===== src/rtl/id_exe_skid_stage_pkg.sv =====
// Shared ID->EXE pipeline definitions: bundle widths, control field layout and payload packing offsets.
// Stages that pack or unpack the payload import these offsets; the skid stage itself treats it as opaque.
package id_exe_skid_stage_pkg;

    localparam int PIPE_CTRL_W   = 10;
    localparam int PIPE_DATA_W   = 156;
    localparam int PIPE_STALL_CW = 16;

    // Control bundle bit positions
    localparam int EXE_CMD_LSB = 6;
    localparam int EXE_CMD_W   = 4;
    localparam int MEM_R_BIT   = 5;
    localparam int MEM_W_BIT   = 4;
    localparam int IMM_BIT     = 3;
    localparam int WB_BIT      = 2;
    localparam int BR_BIT      = 1;
    localparam int S_BIT       = 0;

    typedef struct packed {
        logic [EXE_CMD_W-1:0] exe_cmd;
        logic                 mem_r;
        logic                 mem_w;
        logic                 imm;
        logic                 wb;
        logic                 br;
        logic                 s;
    } ctrl_t;

    // Payload field LSBs and widths, MSB first
    localparam int PC_LSB     = 124;  localparam int PC_W     = 32;
    localparam int RN_LSB     = 92;   localparam int RN_W     = 32;
    localparam int RM_LSB     = 60;   localparam int RM_W     = 32;
    localparam int IMM24_LSB  = 36;   localparam int IMM24_W  = 24;
    localparam int SHIFT_LSB  = 24;   localparam int SHIFT_W  = 12;
    localparam int STATUS_LSB = 20;   localparam int STATUS_W = 4;
    localparam int SRC1_LSB   = 16;   localparam int SRC1_W   = 4;
    localparam int SRC2_LSB   = 12;   localparam int SRC2_W   = 4;
    localparam int DEST_LSB   = 8;    localparam int DEST_W   = 4;
    localparam int SPARE_LSB  = 0;    localparam int SPARE_W  = 8;

endpackage


===== src/rtl/id_exe_skid_stage_if.sv =====
// Valid/ready channel carrying a control bundle plus payload; kill turns an entry into a bubble.
interface id_exe_skid_stage_if #(
    parameter int CTRL_W = id_exe_skid_stage_pkg::PIPE_CTRL_W,
    parameter int DATA_W = id_exe_skid_stage_pkg::PIPE_DATA_W
);
    logic              valid;
    logic              ready;
    logic              kill;
    logic [CTRL_W-1:0] ctrl;
    logic [DATA_W-1:0] data;

    modport master (output valid, kill, ctrl, data, input ready);
    modport slave  (input valid, kill, ctrl, data, output ready);
endinterface


===== src/rtl/id_exe_skid_stage_slot.sv =====
// One pipeline holding slot: valid + ctrl + data. Clear drops valid and zeroes ctrl but keeps data.
module id_exe_skid_stage_slot #(
    parameter int CTRL_W = 10,
    parameter int DATA_W = 156
) (
    input  logic              clk,
    input  logic              rst,
    input  logic              load_i,
    input  logic              clr_i,
    input  logic [CTRL_W-1:0] ctrl_i,
    input  logic [DATA_W-1:0] data_i,
    output logic              valid_o,
    output logic [CTRL_W-1:0] ctrl_o,
    output logic [DATA_W-1:0] data_o
);
    logic              valid_q;
    logic [CTRL_W-1:0] ctrl_q;
    logic [DATA_W-1:0] data_q;

    always_ff @(posedge clk or posedge rst) begin
        if (rst) begin
            valid_q <= 1'b0;
            ctrl_q  <= '0;
            data_q  <= '0;
        end else if (clr_i) begin
            valid_q <= 1'b0;
            ctrl_q  <= '0;
        end else if (load_i) begin
            valid_q <= 1'b1;
            ctrl_q  <= ctrl_i;
            data_q  <= data_i;
        end
    end

    assign valid_o = valid_q;
    assign ctrl_o  = ctrl_q;
    assign data_o  = data_q;
endmodule


===== src/rtl/id_exe_skid_stage.sv =====
// ID->EXE boundary: main slot M drives EXE, skid slot S absorbs one entry under backpressure.
// in_ready depends only on registered state, so there is no combinational path from EXE back to ID.
module id_exe_skid_stage
    import id_exe_skid_stage_pkg::*;
#(
    parameter int CTRL_W   = PIPE_CTRL_W,
    parameter int DATA_W   = PIPE_DATA_W,
    parameter int STALL_CW = PIPE_STALL_CW
) (
    input  logic                clk,
    input  logic                rst,
    input  logic                flush_i,
    input  logic                freeze_i,
    output logic [STALL_CW-1:0] stall_cnt_o,
    id_exe_skid_stage_if.slave  up_if,
    id_exe_skid_stage_if.master dn_if
);
    logic              m_valid, s_valid;
    logic [CTRL_W-1:0] m_ctrl, s_ctrl, in_ctrl;
    logic [DATA_W-1:0] m_data, s_data;
    logic              acc, deq;
    logic              m_load, m_clr, s_load, s_clr;
    logic [CTRL_W-1:0] m_ctrl_d;
    logic [DATA_W-1:0] m_data_d;
    logic [STALL_CW-1:0] stall_cnt_q, stall_cnt_d;

    assign acc     = up_if.valid & ~s_valid;
    assign deq     = m_valid & dn_if.ready & ~freeze_i;
    // A killed entry still occupies a slot; only its control is squashed
    assign in_ctrl = up_if.kill ? '0 : up_if.ctrl;

    // M refills from S first so S can never overtake the entry ahead of it
    assign m_load   = ~flush_i & ((s_valid & deq) | (acc & (~m_valid | deq)));
    assign m_clr    = flush_i | (deq & ~s_valid & ~acc);
    assign m_ctrl_d = s_valid ? s_ctrl : in_ctrl;
    assign m_data_d = s_valid ? s_data : up_if.data;

    assign s_load = ~flush_i & acc & m_valid & ~deq;
    assign s_clr  = flush_i | (s_valid & deq);

    id_exe_skid_stage_slot #(.CTRL_W(CTRL_W), .DATA_W(DATA_W)) u_m_slot (
        .clk     (clk),
        .rst     (rst),
        .load_i  (m_load),
        .clr_i   (m_clr),
        .ctrl_i  (m_ctrl_d),
        .data_i  (m_data_d),
        .valid_o (m_valid),
        .ctrl_o  (m_ctrl),
        .data_o  (m_data)
    );

    id_exe_skid_stage_slot #(.CTRL_W(CTRL_W), .DATA_W(DATA_W)) u_s_slot (
        .clk     (clk),
        .rst     (rst),
        .load_i  (s_load),
        .clr_i   (s_clr),
        .ctrl_i  (in_ctrl),
        .data_i  (up_if.data),
        .valid_o (s_valid),
        .ctrl_o  (s_ctrl),
        .data_o  (s_data)
    );

    // Saturating stall counter; survives flush so perf numbers span branch recovery
    always_comb begin
        stall_cnt_d = stall_cnt_q;
        if (m_valid & ~deq & ~flush_i & ~(&stall_cnt_q))
            stall_cnt_d = stall_cnt_q + STALL_CW'(1);
    end

    always_ff @(posedge clk or posedge rst) begin
        if (rst) stall_cnt_q <= '0;
        else     stall_cnt_q <= stall_cnt_d;
    end

    assign up_if.ready = ~s_valid;
    assign dn_if.valid = m_valid;
    assign dn_if.ctrl  = m_ctrl;
    assign dn_if.data  = m_data;
    assign dn_if.kill  = 1'b0;
    assign stall_cnt_o = stall_cnt_q;
endmodule


===== src/flat_wrapper.sv =====
// flat-port wrapper written by rule: the top's interface ports become plain ports
module id_exe_skid_stage_flat import id_exe_skid_stage_pkg::*;
#(
    parameter int CTRL_W   = PIPE_CTRL_W,
    parameter int DATA_W   = PIPE_DATA_W,
    parameter int STALL_CW = PIPE_STALL_CW
)
  (clk, rst, flush_i, freeze_i, stall_cnt_o, up_if_valid, up_if_kill, up_if_ctrl, up_if_data, up_if_ready, dn_if_valid, dn_if_kill, dn_if_ctrl, dn_if_data, dn_if_ready);
  id_exe_skid_stage_if #(.CTRL_W(CTRL_W), .DATA_W(DATA_W)) up_if_i ();
  id_exe_skid_stage_if #(.CTRL_W(CTRL_W), .DATA_W(DATA_W)) dn_if_i ();
  input  logic clk;
  input  logic rst;
  input  logic flush_i;
  input  logic freeze_i;
  output logic [STALL_CW-1:0] stall_cnt_o;
  input wire logic [$bits(up_if_i.valid)-1:0] up_if_valid;
  input wire logic [$bits(up_if_i.kill)-1:0] up_if_kill;
  input wire logic [$bits(up_if_i.ctrl)-1:0] up_if_ctrl;
  input wire logic [$bits(up_if_i.data)-1:0] up_if_data;
  output wire logic [$bits(up_if_i.ready)-1:0] up_if_ready;
  output wire logic [$bits(dn_if_i.valid)-1:0] dn_if_valid;
  output wire logic [$bits(dn_if_i.kill)-1:0] dn_if_kill;
  output wire logic [$bits(dn_if_i.ctrl)-1:0] dn_if_ctrl;
  output wire logic [$bits(dn_if_i.data)-1:0] dn_if_data;
  input wire logic [$bits(dn_if_i.ready)-1:0] dn_if_ready;
  assign up_if_i.valid = up_if_valid;
  assign up_if_i.kill = up_if_kill;
  assign up_if_i.ctrl = up_if_ctrl;
  assign up_if_i.data = up_if_data;
  assign up_if_ready = up_if_i.ready;
  assign dn_if_valid = dn_if_i.valid;
  assign dn_if_kill = dn_if_i.kill;
  assign dn_if_ctrl = dn_if_i.ctrl;
  assign dn_if_data = dn_if_i.data;
  assign dn_if_i.ready = dn_if_ready;
  id_exe_skid_stage #(.CTRL_W(CTRL_W), .DATA_W(DATA_W), .STALL_CW(STALL_CW)) u_core (.clk(clk), .rst(rst), .flush_i(flush_i), .freeze_i(freeze_i), .stall_cnt_o(stall_cnt_o), .up_if(up_if_i), .dn_if(dn_if_i));
endmodule

===== config.mk =====
export PLATFORM = sky130hd
export DESIGN_NAME = id_exe_skid_stage_flat
export DESIGN_NICKNAME = d
export VERILOG_FILES = /design/src/rtl/id_exe_skid_stage_pkg.sv /design/src/rtl/id_exe_skid_stage_if.sv /design/src/rtl/id_exe_skid_stage_slot.sv /design/src/rtl/id_exe_skid_stage.sv /design/src/flat_wrapper.sv
export SDC_FILE = /design/constraint.sdc
export NUM_CORES = 1
export LEC_CHECK = 0
export CAP_MARGIN = 10
export CORE_MARGIN = 3
export CORE_UTILIZATION = 52
export DETAILED_ROUTE_END_ITERATION = 6
export PLACE_DENSITY_LB_ADDON = 0.05
export SKIP_LAST_GASP = 1
export SYNTH_ARGS = -nofsm -noshare
export SYNTH_HDL_FRONTEND = slang
export SYNTH_HIERARCHICAL = 1
export SYNTH_SLANG_ARGS = --single-unit

===== constraint.sdc =====
create_clock -name clk -period 6.3 [get_ports clk]
set_clock_uncertainty 0.15 [all_clocks]
set_input_delay 1.26 -clock clk [delete_from_list [all_inputs] [get_ports clk]]
set_output_delay 1.26 -clock clk [all_outputs]
set_load 0.05 [all_outputs]

==> results of run 1 <==
-- placed cells by master (no fill, tap or decap), types with 10 or more instances in the layout --
| master | instances |
|---|---|
| clkbuf_16 | 41 |
| nor2_1 | 28 |
| mux2i_1 | 20 |
| dfrtp_1 | 349 |
| mux2_4 | 281 |
| clkdlybuf4s50_1 | 356 |
| mux2_1 | 32 |
| clkbuf_8 | 10 |
| nor2b_1 | 12 |
| buf_4 | 10 |
| mux2_2 | 170 |
-- power by group through the flow --
stage | logic, uW | clock network (uW) | registers [uW]
2_1_floorplan | 922 | 0 | 4070
3_3_place_gp | 2760 | 0 | 3140
3_5_place_dp | 2800 | 0 | 3140
4_1_cts | 2810 | 2440 | 3120
5_1_grt | 2900 | 2520 | 3190
6_report | 2790 | 2380 | 3120
-- stage by stage --
step           power (uW)    util  cell area, um^2  instances
2_1_floorplan        4991       -            16690       1023
3_3_place_gp         5899  0.6583            20450       1735
5_1_grt              8616  0.7021            21810       1806
4_1_cts              8369  0.7019            21810       1803
3_5_place_dp         5939  0.6583            20450       1735
6_report             8284  0.7022            21820       1807
-- routing by layer --
| layer | track usage | up-vias |
|---|---|---|
| met5 | 0 | - |
| met4 | 0.07053 | 2 |
| met3 | 0.04811 | 64 |
| met2 | 0.3411 | 267 |
| met1 | 0.3262 | 4846 |
| li1 | - | 4369 |
-- registers in the layout (all words and copies together) (netlist names) --
signal and flops:
u_core/u_m_slot/ctrl_o 10, u_core/u_m_slot/valid_o 1, u_core/u_s_slot/data_o 156, u_core/u_s_slot/ctrl_o 10, u_core/stall_cnt_o 16, u_core/u_m_slot/data_o 156, u_core/u_s_slot/valid_o 1
-- logic make-up (layout without fill, tap and decap cells) --
kind of cell    Yosys count  after routing  share of synthesized area
compound gates            8              8                   0.003374
xor+xnor                  9              9                   0.004723
fa+ha+maj                 1              1                  0.0007496
buf+inv                  65            449                    0.03479
flops                   350            350                     0.5248
mux                     503            503                     0.4011
other cells               1              5                  0.0002247
simple gates             86             86                    0.03029
-- area by class of cell --
class | instances | area [um^2]
Inverter | 7 | 36.28
Tap cell | 396 | 495.5
Sequential cell | 350 | 8762
Clock buffer | 56 | 1182
Clock inverter | 12 | 171.4
Timing Repair Buffer | 374 | 3799
Antenna cell | 4 | 10.01
Multi-Input combinational cell | 608 | 7361
Fill cell | 2138 | 9253
-- final timing paths --
| check | from | depth (start not counted) | endpoint |
|---|---|---|---|
| max | flush_i | 8 | u_core/u_s_slot/data_o[155]$_DFFE_PP0P_ |
| min | u_core/u_s_slot/data_o[61]$_DFFE_PP0P_ | 1 | u_core/u_s_slot/data_o[61]$_DFFE_PP0P_ |
| max reg2reg | u_core/u_s_slot/valid_o$_DFFE_PP0P_ | 4 | u_core/u_m_slot/data_o[75]$_DFFE_PP0P_ |
| min reg2reg | u_core/u_s_slot/data_o[61]$_DFFE_PP0P_ | 1 | u_core/u_s_slot/data_o[61]$_DFFE_PP0P_ |
| max in group asynchronous | rst | 3 | u_core/u_s_slot/data_o[153]$_DFFE_PP0P_ |
| min in group asynchronous | rst | 2 | u_core/u_s_slot/ctrl_o[1]$_DFFE_PP0P_ |
-- worst max-delay path, cell delays in order --
cell and delay (ns):
clkdlybuf4s50_1 0.47, nor2b_1 0.22, nand2_1 0.22, nor3b_2 0.27
buf_4 0.26, and2b_4 0.83, buf_4 0.46, mux2_4 0.33
==> flow_summary.yaml, run 1 <==
synth:
  yosys.cell_types.count: 42
  syn_inst: 1023
  synth_top_area_share: 0.5248
  synthTopCellsByCount: "350 x dfrtp_1, 281 x mux2_4, 170 x mux2_2, 32 x mux2_1, 28 x nor2_1"
  yosysTopAreaCell: "dfrtp_1"
  ys.flop_type: "dfrtp_1"
  syn_avg_cell_area_um2: 16.31
  yosysWarnings: 6
  synth_edf_count: 0
  ys_ff_latch: 350
  syn_nets: 1197
  synthArstFlopShare: 1.000
  ys_top_cells_by_area: "dfrtp_1 52%, mux2_4 25%, mux2_2 11%"
  synth_area_um2: 16690
  ys_seq_area_frac: 0.5248
  yosysMostFrequentCell: "dfrtp_1"
clocking:
  cts_tree: "built"
  cts_sinks: 350
  cts_made_buffers: 39
  h-tree-depth: 2
  clockBufferDepth: 3
  post_cts_buffers: 0
  cts_resized: 0
  clkTransAtPathRegs_ns: 0.06
  cts_hold_buffers: 0
  clkLatencyLatePin_ns: 0.51
  root_buffer: "clkbuf_16"
grt:
  grt_max_degree: 88
  first_global_vias: 10400
  grt_usage: 0.2248
  grt_pass1_wl_um: 60790
  antenna_found_initial: 4
  grt.overflow.total: 0
floorplan:
  ioPinCount: 358
  start_util: 0.5372
  num_rows: 64
  fp.dieArea_um2: 34280
  placeableCoreArea_um2: 31070
  fp.dieH_um: 185.2
  fp.dieW_um: 185.2
routing:
  drt-met1-wl_um: 17700
  viasPerCell: 5.284
  route.detailed.drc: 0
  met3_length_um: 2231
  drt-pass1-iter-count: 6
  drt_wl_total_um: 38670
  met2WireLength_um: 17730
  via_count: 9548
  drt_iter0_markers: 430
  top_layer: "met5"
  wire_per_inst_um: 21.40
  ant_nets: 0
run:
  cap_violations: 0
critical_path:
  worstSetupStartpointType: "input port"
  required_ns: 6.55
  critPathCaptureType: "register"
  timing_worst_setup_path_type: "input port to register"
  cp.arrival_ns: 4.37
  cp_max_fo: 42
  reg2reg_setup_slack_ns: 2.83
power:
  switching_share: 0.3308
  p_int_uw: 5544
  power_frac_comb: 0.336
  ir_drop_uv: 239.1
  powerDensity_nw_per_um2: 379.7
  p_leak_uw: 0.009566
  p_seq_frac: 0.377
  pwr-share-clk: 0.287
  switching_power_uw: 2740
timing:
  fin_tns_setup_ns: 0
  period_needed_ns: 4.121
  fin_ws_ns: 2.179
  max_freq_ghz: 0.2427
  finalSetupViolations: 0
  finalHoldViolations: 0
  period_share: 0.6541
  worstMarginPinSlew_ns: 1.016
  rsz0062_at_grt: "no"
  timing.slew.headroom: 0.3226
  holdWs_ns: 0.3335
  maxSlewViolCount: 0
placed_design:
  portBuffers: 356
  dp_hpwl_um: 25270
  gp_congestion: 0.7805
  post-place-ws_ns: 1.706
finish:
  area_growth_pct: 30.72
  post_route_cells_drive_above_1_share: 0.3888
  fin_nets: 1554
hold_path:
  min_path_type: "register to register"
run_status:
  status: "finished clean"
Power figures use the tool's default switching activity.
==> inputs of run 2 (changes only) <==
Settings changed: CORE_UTILIZATION 52 to 47.
Clock period 6.3 ns to 3.6 ns, I/O delays scaled along.
==> flow_summary.yaml, run 2 (synthesized netlist as in run 1, its figures left out) <==
timing:
  rsz0062_at_grt: "no"
  fin_tns_setup_ns: 0
  maxSlewViolCount: 0
  max_freq_ghz: 0.3336
  period_share: 0.8327
  finalHoldViolations: 0
  period_needed_ns: 2.998
  finalSetupViolations: 0
  timing.slew.headroom: 0.5091
  worstMarginPinSlew_ns: 0.7363
routing:
  wire_per_inst_um: 20.86
  drt-pass1-iter-count: 4
  route.detailed.drc: 0
  viasPerCell: 5.077
  via_count: 9524
  drt_wl_total_um: 39130
  ant_nets: 0
  drt_iter0_markers: 386
floorplan:
  placeableCoreArea_um2: 34800
  ioPinCount: 358
  fp.dieW_um: 194.4
  num_rows: 68
  fp.dieH_um: 194.4
  start_util: 0.4796
  fp.dieArea_um2: 37810
run_status:
  status: "finished clean"
placed_design:
  gp_congestion: 0.7516
  portBuffers: 356
  dp_hpwl_um: 25860
grt:
  first_global_vias: 10150
  grt.overflow.total: 0
  antenna_found_initial: 6
  grt_usage: 0.2033
  grt_pass1_wl_um: 61640
  grt_max_degree: 88
clocking:
  cts_sinks: 350
  cts_hold_buffers: 0
  post_cts_buffers: 0
  h-tree-depth: 2
  cts_resized: 0
  clockBufferDepth: 3
  cts_made_buffers: 40
  clkLatencyLatePin_ns: 0.51
  cts_tree: "built"
  clkTransAtPathRegs_ns: 0.06
  root_buffer: "clkbuf_16"
power:
  powerDensity_nw_per_um2: 648.5
  p_leak_uw: 0.009573
  p_int_uw: 9446
  pwr-share-clk: 0.272
  power_frac_comb: 0.343
  ir_drop_uv: 494.7
  p_seq_frac: 0.384
  switching_power_uw: 4755
  switching_share: 0.3348
critical_path:
  cp.depth: 3
  crit_family: "buffers and inverters"
  required_ns: 2.73
  reg2reg_depth: 4
  slowest_delay_ns: 0.83
  reg2reg_setup_slack_ns: 1.06
  cp.arrival_ns: 2.13
  path_buf_inv: 3
  crit_slowest_cell: "clkdlybuf4s50_1"
  timing_worst_setup_path_type: "register to output port"
  critPathCaptureType: "output port"
  cp_max_fo: 11
  worstSetupStartpointType: "register"
  path_cells: "inv_1 > buf_4 > clkdlybuf4s50_1"
finish:
  filler_cell_count: 2666
  post_route_cells_drive_above_1_share: 0.3896
  final_common_cell: "clkdlybuf4s50_1"
  fin_nets: 1566
  layout_common_cells: "356 x clkdlybuf4s50_1, 349 x dfrtp_1, 281 x mux2_4"
  regArea_um2: 8762
  utilization: 0.6293
  area_growth_pct: 31.22
  multi_input_area_um2: 7361
hold_path:
  min_path_type: "register to register"
  min_path_cells: 1
run:
  cap_violations: 0
-- run 2: worst paths after layout --
path,from,to
min in group asynchronous,rst,u_core/u_s_slot/data_o[62]$_DFFE_PP0P_
worst max-delay path,u_core/u_s_slot/valid_o$_DFFE_PP0P_,up_if_ready
worst min register to register,u_core/u_s_slot/data_o[75]$_DFFE_PP0P_,u_core/u_s_slot/data_o[75]$_DFFE_PP0P_
worst max register to register,u_core/u_s_slot/valid_o$_DFFE_PP0P_,u_core/u_m_slot/data_o[23]$_DFFE_PP0P_
max in group asynchronous,rst,u_core/u_s_slot/valid_o$_DFFE_PP0P_
worst min-delay path,u_core/u_s_slot/data_o[75]$_DFFE_PP0P_,u_core/u_s_slot/data_o[75]$_DFFE_PP0P_
-- run 2: layout make-up --
type	instances	share of cell area
well taps	455	0.02600
repair buffers	385	0.1789
clock buffers	62	0.05548
inverters	7	0.001543
flip-flops and latches	350	0.4001
clock inverters	5	0.001371
multi-input cells	608	0.3361
diodes	4	0.0004571
-- run 2: power groups by stage --
stage                     sequential, uW  clock (uW)  combinational [uW]
after CTS                           5460        3990                4920
final                               5460        3870                4880
after floorplan                     7120           0                1610
after detailed placement            5490           0                4910
after global routing                5590        4150                5070
after global placement              5500           0                4850
-- run 2: routing by layer --
metal  global-route usage  share of wire  up-vias
li1                     -              -     4382
met1               0.2999           0.47     4832
met2               0.3077           0.46      254
met3              0.04403          0.054       52
met4              0.05053          0.016        4
met5                    0        0.00051        -
-- run 2: through the flow --
| stage | cell area, um^2 | hold slack (ns) | setup WS [ns] | std cells | total power (uW) |
|---|---|---|---|---|---|
| 3_3_place_gp | 20640 | 0.3121 | 0.4228 | 1805 | 10350 |
| 6_report | 21900 | 0.3315 | 0.6022 | 1876 | 14200 |
| 2_1_floorplan | 16700 | 0.3022 | 0.6032 | 1023 | 8735 |
| 4_1_cts | 21890 | 0.3362 | 0.5762 | 1872 | 14370 |
| 5_1_grt | 21900 | 0.3456 | 0.5176 | 1875 | 14800 |
| 3_5_place_dp | 20640 | 0.3220 | 0.3944 | 1805 | 10400 |
==> inputs of run 3 (changes only) <==
Clock period 3.6 ns to 2.73 ns, I/O delays scaled along.
==> flow_summary.yaml, run 3 (synthesized netlist as in run 1, its figures left out) <==
routing:
  route.detailed.drc: 0
  ant_nets: 0
  drt_wl_total_um: 38990
  viasPerCell: 5.063
  drt-pass1-iter-count: 4
  drt_iter0_markers: 385
  wire_per_inst_um: 20.52
  via_count: 9619
critical_path:
  critPathCaptureType: "output port"
  cp_max_fo: 8
  worstSetupStartpointType: "register"
  crit_family: "buffers and inverters"
  cp.depth: 1
  path_cells: "clkdlybuf4s50_1"
  reg2reg_depth: 7
  timing_worst_setup_path_type: "register to output port"
  cp.arrival_ns: 1.89
  required_ns: 2.03
  slowest_delay_ns: 0.86
  crit_slowest_cell: "clkdlybuf4s50_1"
  path_buf_inv: 1
floorplan:
  ioPinCount: 358
  num_rows: 68
  fp.dieH_um: 194.4
  start_util: 0.4796
  fp.dieW_um: 194.4
  fp.dieArea_um2: 37810
  placeableCoreArea_um2: 34800
hold_path:
  min_path_cells: 1
  min_path_type: "register to register"
placed_design:
  placed_area_um2: 21020
  dp_hpwl_um: 26730
  portBuffers: 356
  post-place-ws_ns: -0.01521
  gp_congestion: 0.7842
finish:
  area_growth_pct: 33.26
  layout_common_cells: "355 x clkdlybuf4s50_1, 349 x dfrtp_1, 281 x mux2_4"
  stdcell_area_um2: 22240
  filler_cell_count: 2653
  fin_nets: 1588
  post_route_cells_drive_above_1_share: 0.4014
  final_common_cell: "clkdlybuf4s50_1"
timing:
  rsz0062_at_grt: "no"
  finalHoldViolations: 0
  fin_tns_setup_ns: 0
  worstMarginPinSlew_ns: 0.6486
  finalSetupViolations: 0
  fin_ws_ns: 0.1454
  maxSlewViolCount: 0
  period_share: 0.9468
  timing.slew.headroom: 0.5671
  period_needed_ns: 2.585
  max_freq_ghz: 0.3869
clocking:
  cts_sinks: 350
  cts_hold_buffers: 0
  cts_tree: "built"
  clockBufferDepth: 3
  root_buffer: "clkbuf_16"
  post_cts_buffers: 0
  clkLatencyLatePin_ns: 0.51
  cts_made_buffers: 38
  h-tree-depth: 2
  clkTransAtPathRegs_ns: 0.06
  cts_resized: 0
run:
  cap_violations: 0
grt:
  grt.overflow.total: 0
  grt_pass1_wl_um: 61970
  grt_usage: 0.2029
  grt_max_degree: 85
  antenna_found_initial: 5
  first_global_vias: 10370
power:
  powerDensity_nw_per_um2: 836.5
  ir_drop_uv: 678.9
  p_leak_uw: 0.009741
run_status:
  status: "finished clean"
[run 3: cell types whose count changed in the layout (fill, tap and decap cells not counted)]
cell / delta
clkinv_2: +6
clkbuf_8: -4
clkdlybuf4s50_1: -1
buf_4: +9
buf_12: +16
clkinvlp_4: -1
clkbuf_1: -2
diode_2: +1
[run 3: final timing paths]
path | startpoint | to | slack, ns
max in group asynchronous | rst | u_core/u_m_slot/data_o[95]$_DFFE_PP0P_ | 1.26
setup reg to reg | u_core/u_m_slot/valid_o$_DFFE_PP0P_ | u_core/u_s_slot/data_o[70]$_DFFE_PP0P_ | 0.51
hold reg to reg | u_core/u_s_slot/data_o[61]$_DFFE_PP0P_ | u_core/u_s_slot/data_o[61]$_DFFE_PP0P_ | 0.33
setup / recovery | u_core/stall_cnt_o[13]$_DFFE_PP0P_ | stall_cnt_o[13] | 0.15
hold / removal | u_core/u_s_slot/data_o[61]$_DFFE_PP0P_ | u_core/u_s_slot/data_o[61]$_DFFE_PP0P_ | 0.33
min in group asynchronous | rst | u_core/u_s_slot/data_o[61]$_DFFE_PP0P_ | 0.37
[run 3: layout make-up]
cell class / count / area [um^2] / area share
Antenna cell: 5 / 12.51 / 0.0005626
Clock buffer: 56 / 1152 / 0.05181
Clock inverter: 10 / 52.55 / 0.002363
Inverter: 7 / 33.78 / 0.001519
Multi-Input combinational cell: 608 / 7361 / 0.3310
Sequential cell: 350 / 8762 / 0.3940
Tap cell: 455 / 569.3 / 0.02560
Timing Repair Buffer: 409 / 4297 / 0.1932
[run 3: per-layer routing]
metal / wire (um) / up-vias / global-route usage
met5: 13 / - / 0
met4: 722 / 2 / 0.04628
met3: 2250 / 53 / 0.04663
li1: - / 4428 / -
met1: 17700 / 4879 / 0.2881
met2: 18300 / 257 / 0.3198
[run 3: power by group]
part | internal (uW) | switching (uW) | leakage (uW)
clock | 2920 | 2010 | 0.000600
sequential | 6430 | 815 | 0.00436
combinational | 3020 | 3410 | 0.00478
total | 12400 | 6240 | 0.00974
[run 3: stage by stage]
stage,cells,hold WS [ns],util,total power (uW)
after detailed placement,1829,0.3184,0.6041,13770
final,1900,0.3325,0.6391,18600
after global routing,1898,0.3500,0.6390,19380
after floorplan,1023,0.3022,-,11520
after global placement,1829,0.3121,0.6041,13690
after CTS,1895,0.3355,0.6388,18830
